==> src/rtl/boot_rom_pkg.sv <==
// Shared constants and types for the boot ROM arbiter.
package boot_rom_pkg;

    localparam int unsigned ROM_AW    = 10;
    localparam int unsigned ROM_DEPTH = 800;

    typedef enum logic {
        PORT_INSTR = 1'b0,
        PORT_DATA  = 1'b1
    } rom_port_e;

    typedef struct packed {
        logic      valid;
        rom_port_e port;
        logic      err;
    } rsp_t;

endpackage

==> src/rtl/boot_rom_arb_core.sv <==
// Two-input arbiter for the boot ROM. Defining BOOT_ROM_ARB_RR_EN selects
// round-robin; otherwise port 0 (instruction fetch) has fixed priority.
module boot_rom_arb_core
    import boot_rom_pkg::*;
(
    input  logic       CLK,
    input  logic       RSTN,
    input  logic [1:0] req,
    output logic [1:0] gnt,
    output rom_port_e  winner
);

`ifdef BOOT_ROM_ARB_RR_EN
    rom_port_e rr_last_q;

    always_comb begin
        winner = PORT_INSTR;
        if (req == 2'b11) begin
            winner = (rr_last_q == PORT_INSTR) ? PORT_DATA : PORT_INSTR;
        end else if (req[1]) begin
            winner = PORT_DATA;
        end
        gnt = '0;
        if (|req) begin
            gnt = (winner == PORT_DATA) ? 2'b10 : 2'b01;
        end
    end

    // Pointer follows every grant, including ones that end in an error.
    always_ff @(posedge CLK or negedge RSTN) begin
        if (!RSTN) begin
            rr_last_q <= PORT_DATA;
        end else if (|req) begin
            rr_last_q <= winner;
        end
    end
`else
    logic unused_clk_rst;
    assign unused_clk_rst = CLK ^ RSTN;

    always_comb begin
        winner = (!req[0] && req[1]) ? PORT_DATA : PORT_INSTR;
        gnt    = '0;
        if (|req) begin
            gnt = (winner == PORT_DATA) ? 2'b10 : 2'b01;
        end
    end
`endif

endmodule

==> src/rtl/boot_rom_arbiter.sv <==
// Shares the single-port boot ROM between instruction fetch and data/debug
// ports; arbitration mode is chosen by BOOT_ROM_ARB_RR_EN (see arb core).
module boot_rom_arbiter
    import boot_rom_pkg::*;
#(
    parameter int unsigned ADDR_WIDTH = 32,
    parameter int unsigned ROM_AW     = boot_rom_pkg::ROM_AW,
    parameter int unsigned ROM_DEPTH  = boot_rom_pkg::ROM_DEPTH
)(
    input  logic                       CLK,
    input  logic                       RSTN,
    input  logic [1:0]                 req_i,
    input  logic [1:0]                 we_i,
    input  logic [1:0][ADDR_WIDTH-1:0] addr_i,
    output logic [1:0]                 gnt_o,
    output logic [1:0]                 rvalid_o,
    output logic [1:0][31:0]           rdata_o,
    output logic [1:0]                 err_o,
    output logic                       rom_csn_o,
    output logic [ROM_AW-1:0]          rom_addr_o,
    input  logic [31:0]                rom_rdata_i
);

    logic [1:0]            gnt;
    rom_port_e             winner;
    logic [ADDR_WIDTH-1:0] sel_addr;
    logic                  sel_we;
    logic [ROM_AW-1:0]     word;
    logic                  granted;
    logic                  err;
    logic                  rsp_idx;
    rsp_t                  rsp_q;
    logic                  unused_addr_bits;

    boot_rom_arb_core u_arb (
        .CLK    (CLK),
        .RSTN   (RSTN),
        .req    (req_i),
        .gnt    (gnt),
        .winner (winner)
    );

    assign gnt_o    = gnt;
    assign granted  = |gnt;
    assign sel_addr = (winner == PORT_DATA) ? addr_i[1] : addr_i[0];
    assign sel_we   = (winner == PORT_DATA) ? we_i[1]   : we_i[0];
    assign word     = sel_addr[ROM_AW+1:2];

    // Region decode happens upstream, so bits above the ROM window are dropped.
    assign unused_addr_bits = ^{addr_i[1][ADDR_WIDTH-1:ROM_AW+2],
                                addr_i[0][ADDR_WIDTH-1:ROM_AW+2]};

    assign err = sel_we
               | (sel_addr[1:0] != 2'b00)
               | ({1'b0, word} >= (ROM_AW+1)'(ROM_DEPTH));

    assign rom_csn_o  = !(granted && !err);
    assign rom_addr_o = granted ? word : '0;

    always_ff @(posedge CLK or negedge RSTN) begin
        if (!RSTN) begin
            rsp_q <= '0;
        end else begin
            rsp_q.valid <= granted;
            rsp_q.port  <= winner;
            rsp_q.err   <= granted & err;
        end
    end

    assign rsp_idx = rsp_q.port;

    always_comb begin
        rvalid_o = '0;
        rdata_o  = '0;
        err_o    = '0;
        if (rsp_q.valid) begin
            rvalid_o[rsp_idx] = 1'b1;
            err_o[rsp_idx]    = rsp_q.err;
            rdata_o[rsp_idx]  = rsp_q.err ? '0 : rom_rdata_i;
        end
    end

endmodule

==> config.mk <==
export PLATFORM = sky130hd
export DESIGN_NAME = boot_rom_arbiter
export DESIGN_NICKNAME = d
export VERILOG_FILES = /design/src/rtl/boot_rom_pkg.sv /design/src/rtl/boot_rom_arb_core.sv /design/src/rtl/boot_rom_arbiter.sv
export SDC_FILE = /design/constraint.sdc
export NUM_CORES = 1
export LEC_CHECK = 0
export ABC_AREA = 1
export CORE_MARGIN = 3
export CORE_UTILIZATION = 17
export CTS_CLUSTER_DIAMETER = 100
export CTS_CLUSTER_SIZE = 10
export DETAILED_ROUTE_END_ITERATION = 7
export PLACE_DENSITY = 0.81
export SLEW_MARGIN = 10
export SYNTH_ARGS = -nofsm -noshare
export SYNTH_HDL_FRONTEND = slang
export SYNTH_SLANG_ARGS = --single-unit
==> constraint.sdc <==
create_clock -name CLK -period 1.3 [get_ports CLK]
set_input_delay 0.26 -clock CLK [delete_from_list [all_inputs] [get_ports CLK]]
set_output_delay 0.26 -clock CLK [all_outputs]
set_load 0.02 [all_outputs]
# Word level (Yosys, flattened, before mapping)

Cells that the tools add are included.

Bitwise operators: 5
Muxes and demuxes: 14
Reduce and logical (&&, ||, !) cells: 9
Magnitude comparators: 3

Operators by type and width:

| operator               | number |
|---|---|
| $and A64 B64 Y64       | 1 |
| $mux W32               | 2 |
| $mux W64               | 1 |
| $demux W32 S1          | 1 |
| $mux W12               | 1 |
| $ge A10 B10 Y1 const B | 1 |
| $mux W10               | 1 |
| $mux W2                | 4 |
| $reduce_or A2 Y1       | 2 |
| $logic_and A1 B1 Y1    | 3 |
| $logic_not A1 Y1       | 3 |
| $mux W1                | 3 |
| $and A2 B2 Y2          | 1 |
| $lt A1 B2 Y1 const B   | 1 |
| $or A1 B1 Y1           | 2 |
| $reduce_bool A2 Y1     | 1 |
| $and A1 B1 Y1          | 1 |
| $demux W1 S1           | 1 |
| $ge A1 B1 Y1 const B   | 1 |

Register bits: 3
Output and inout bits: 81
Bits of input ports: 102
Logic and storage cells: 34

# Longest topological paths before layout

Word-level depth: 10
Depth in mapped cells: 8

# By module

From an unflattened synthesis, not the netlist that was laid out.

Cells, all modules: 179
Area total of the unflattened synthesis: 805.8 sq um

By module, submodules not included:

| module            | seq. area each (sq um) | area an instance (sq um) | times used | cells each |
|---|---|---|---|---|
| boot_rom_arbiter  | 75.1                   | 787.0                    | 1          | 175 |
| boot_rom_arb_core | 0.0                    | 18.8                     | 1          | 4 |

# Worst setup path before layout

OpenSTA, ideal clock, no wires.

Path kind: register -> output
From: register rsp_q (netlist bit rsp_idx)
To: output port rdata_o[12] (netlist bit)
Stages on the path, launching flop included: 5
Required time: 1.040 ns
Arrival: 1.373 ns
Path slack: -0.333 ns
Cell sequence: dfrtp_1 nor2_1 inv_1 buf_1 nor2_1

RTL lines:

| item               | RTL line               | RTL |
|---|---|---|
| start: declaration | boot_rom_arbiter.sv:32 | `rsp_t rsp_q;` |
| end: declaration   | boot_rom_arbiter.sv:17 | `output logic [1:0][31:0] rdata_o,` |

==> qor.csv <==
metric,value,unit
status,"finished, violations left",
violations,negative setup slack,
relSlewSlack,85.4,%
antenna_found_initial,0,
drive_gt1_share,73.0,%
power_density,505,mW/mm^2
cts_tree,built,
drv_cap,0,
synthFlopType,dfrtp_1,
drt-total-wl,6040,um
fin_util,77.4,%
worstPathRequired,1040,ps
p_comb_share,78.5,%
synth_top_area_share,37.3,%
criticalPathCategory,register to output pin,
p_seq_share,6.1,%
ir_drop,0.000432,V
tightest_slew,220,ps
yosysTopAreaCell,nor2_1,
yosys-top-cells-area,"nor2_1 (37%), nand2_1 (20%), dfrtp_1 (9.6%)",
synthTopCellsByCount,"nor2_1 (78), nand2_1 (41), inv_1 (13)",
fin_cells,389,
hp-class,input pin to asynchronous set/reset pin,
cts-buffers-inserted,3,
finalHoldViolations,0,
path_max_fanout,13,
setup_viol,69,
cts.sinks,3,
synth_edf_count,0,
cts_root_buffer,clkbuf_8,
async_flop_share,100,%
syn_to_final_growth,335,%
overflow,0,
p_leak,1.50,nW
syn-cell-area,786,um^2
hold_buffers,0,
synth_cell_types,19,
yosysWarnings,0,
arrival,1270,ps
min_period,1530,ps
grt_pass1_vias,1739,
cts-htree-levels,1,
internal_power,0.000983,W
drc_errors,0,
row_count,24,
slew_viol_final,0,
critPathLaunchType,register,
max-clock-path-buffers,2,
io_pins,183,
vias,1742,
crit_path_end_kind,output pin,
synth_cells,168,
dp.cells,371,
period_share,118,%
hpwlAfterDp,3740,um
die_y,74.0,um
routed_via_density,4.48,
wl_per_cell,15.5,um
rsz0062_at_grt,true,
gp_congestion,0.738,
seq_area_frac_synth,9.55,%
drtPass1Iterations,2,
initial_core_util,17.8,%
dieArea,0.00547,mm^2
setup_ws,-230,ps
syn_avg_cell_area,4.68,um^2
synthesis.nets,270,
p_switching,0.000742,W
grt_start_max_net_pins,14,
ys_ff_latch,3,
swShare,43.0,%
path_clk_slew,30,ps
drtIter0Drc,21,
ant_nets,0,
clockPowerShare,15.4,%
max_freq,0.654,GHz
grtUsageTotal,19.5,%
portBuffers,142,
grt_pass1_wl,8340,um
pre_cts_slack,-993,ps
fill_cells,282,
die_w,74.0,um
layout.nets,440,
yosysMostFrequentCell,nor2_1,
coreArea,0.00441,mm^2
antenna_cells,0,
==> metrics by stage <==
stage               cell area, um^2  hold WS, ps  setup TNS (ps)  total power, W
floorplan                      1110        -35.6           -1230        0.000634
global placement               2710          452          -42870         0.00115
detailed placement             2710          453          -43680         0.00116
CTS                            3260          228          -11970         0.00166
global route                   3420          249          -14790         0.00182
finish                         3420          238          -11740         0.00173
==> state kept, by name, indices dropped and copies added (netlist names) <==
signal	count
rsp_q	2
rsp_idx	1
==> worst max-delay path, cell delays in order, from the launching register on <==
cell and delay, ps:
dfrtp_1 370, clkinv_2 110, buf_8 160, nand2_1 130, nor2_2 140, buf_6 130
==> power groups by stage <==
stage	Combinational [W]	Clock (W)	Sequential [W]
global route	0.00143	0.000281	0.000106
detailed placement	0.00105	0	0.000105
global placement	0.00104	0	0.000105
floorplan	0.000530	0	0.000104
CTS	0.00128	0.000276	0.000105
finish	0.00135	0.000265	0.000106
==> how the worst max path moves through the flow <==
stage / from / endpoint / slack [ps]
floorplan: rsp_q[0] / rdata_o[35] / -50
global placement: req_i[0] / rom_csn_o / -950
detailed placement: req_i[0] / rom_csn_o / -990
CTS: rsp_idx / rdata_o[7] / -190
global route: rsp_q[2] / rdata_o[0] / -290
finish: rsp_q[0] / rdata_o[34] / -230
==> kinds of logic (layout without fill, tap and decap cells) <==
kind of cell	Yosys count	count (layout)	synth area share [%]
AOI/OAI and AO/OA	7	7	8.12
and+or+nand+nor	131	131	67.8
buffers and inverters	27	196	14.5
DFF	3	3	9.55
==> cells in the final DEF, fill, tap and decap left out, types with 5 or more instances in the layout <==
master | Yosys | final
nor2_1 | 78 | 7
buf_4 | 0 | 24
buf_6 | 1 | 78
clkdlybuf4s15_1 | 0 | 7
buf_12 | 0 | 5
buf_16 | 0 | 5
nand2_1 | 41 | 14
dlymetal6s2s_1 | 0 | 6
nor2_2 | 0 | 17
inv_1 | 13 | 10
dlygate4sd2_1 | 0 | 8
nand2_2 | 5 | 26
a22o_2 | 5 | 5
nor2_4 | 0 | 54
clkdlybuf4s50_1 | 0 | 36
==> final cells by class <==
cell class	instances	area (um^2)	share of cell area, %
Clock buffer	4	45.0	1.32
Inverter	16	83.8	2.45
Tap cell	52	65.1	1.90
Sequential cell	3	76.3	2.23
Timing Repair Buffer	176	1940	56.7
Multi-Input combinational cell	138	1210	35.4
==> metal layers <==
metal  GRT usage (%)  wire length (um)
met1            20.6              2020
met2            38.6              3410
met5               0                 0
met4            3.02                 8
met3            5.14               604
==> repair_timing <==
item,CTS,global route
setup buffers,11,1
pin swaps,38,27
endpoints found under the setup margin,82,80
resized for setup,572,58
cloned,5,0
No activity file was read; power rests on OpenSTA's default activity.
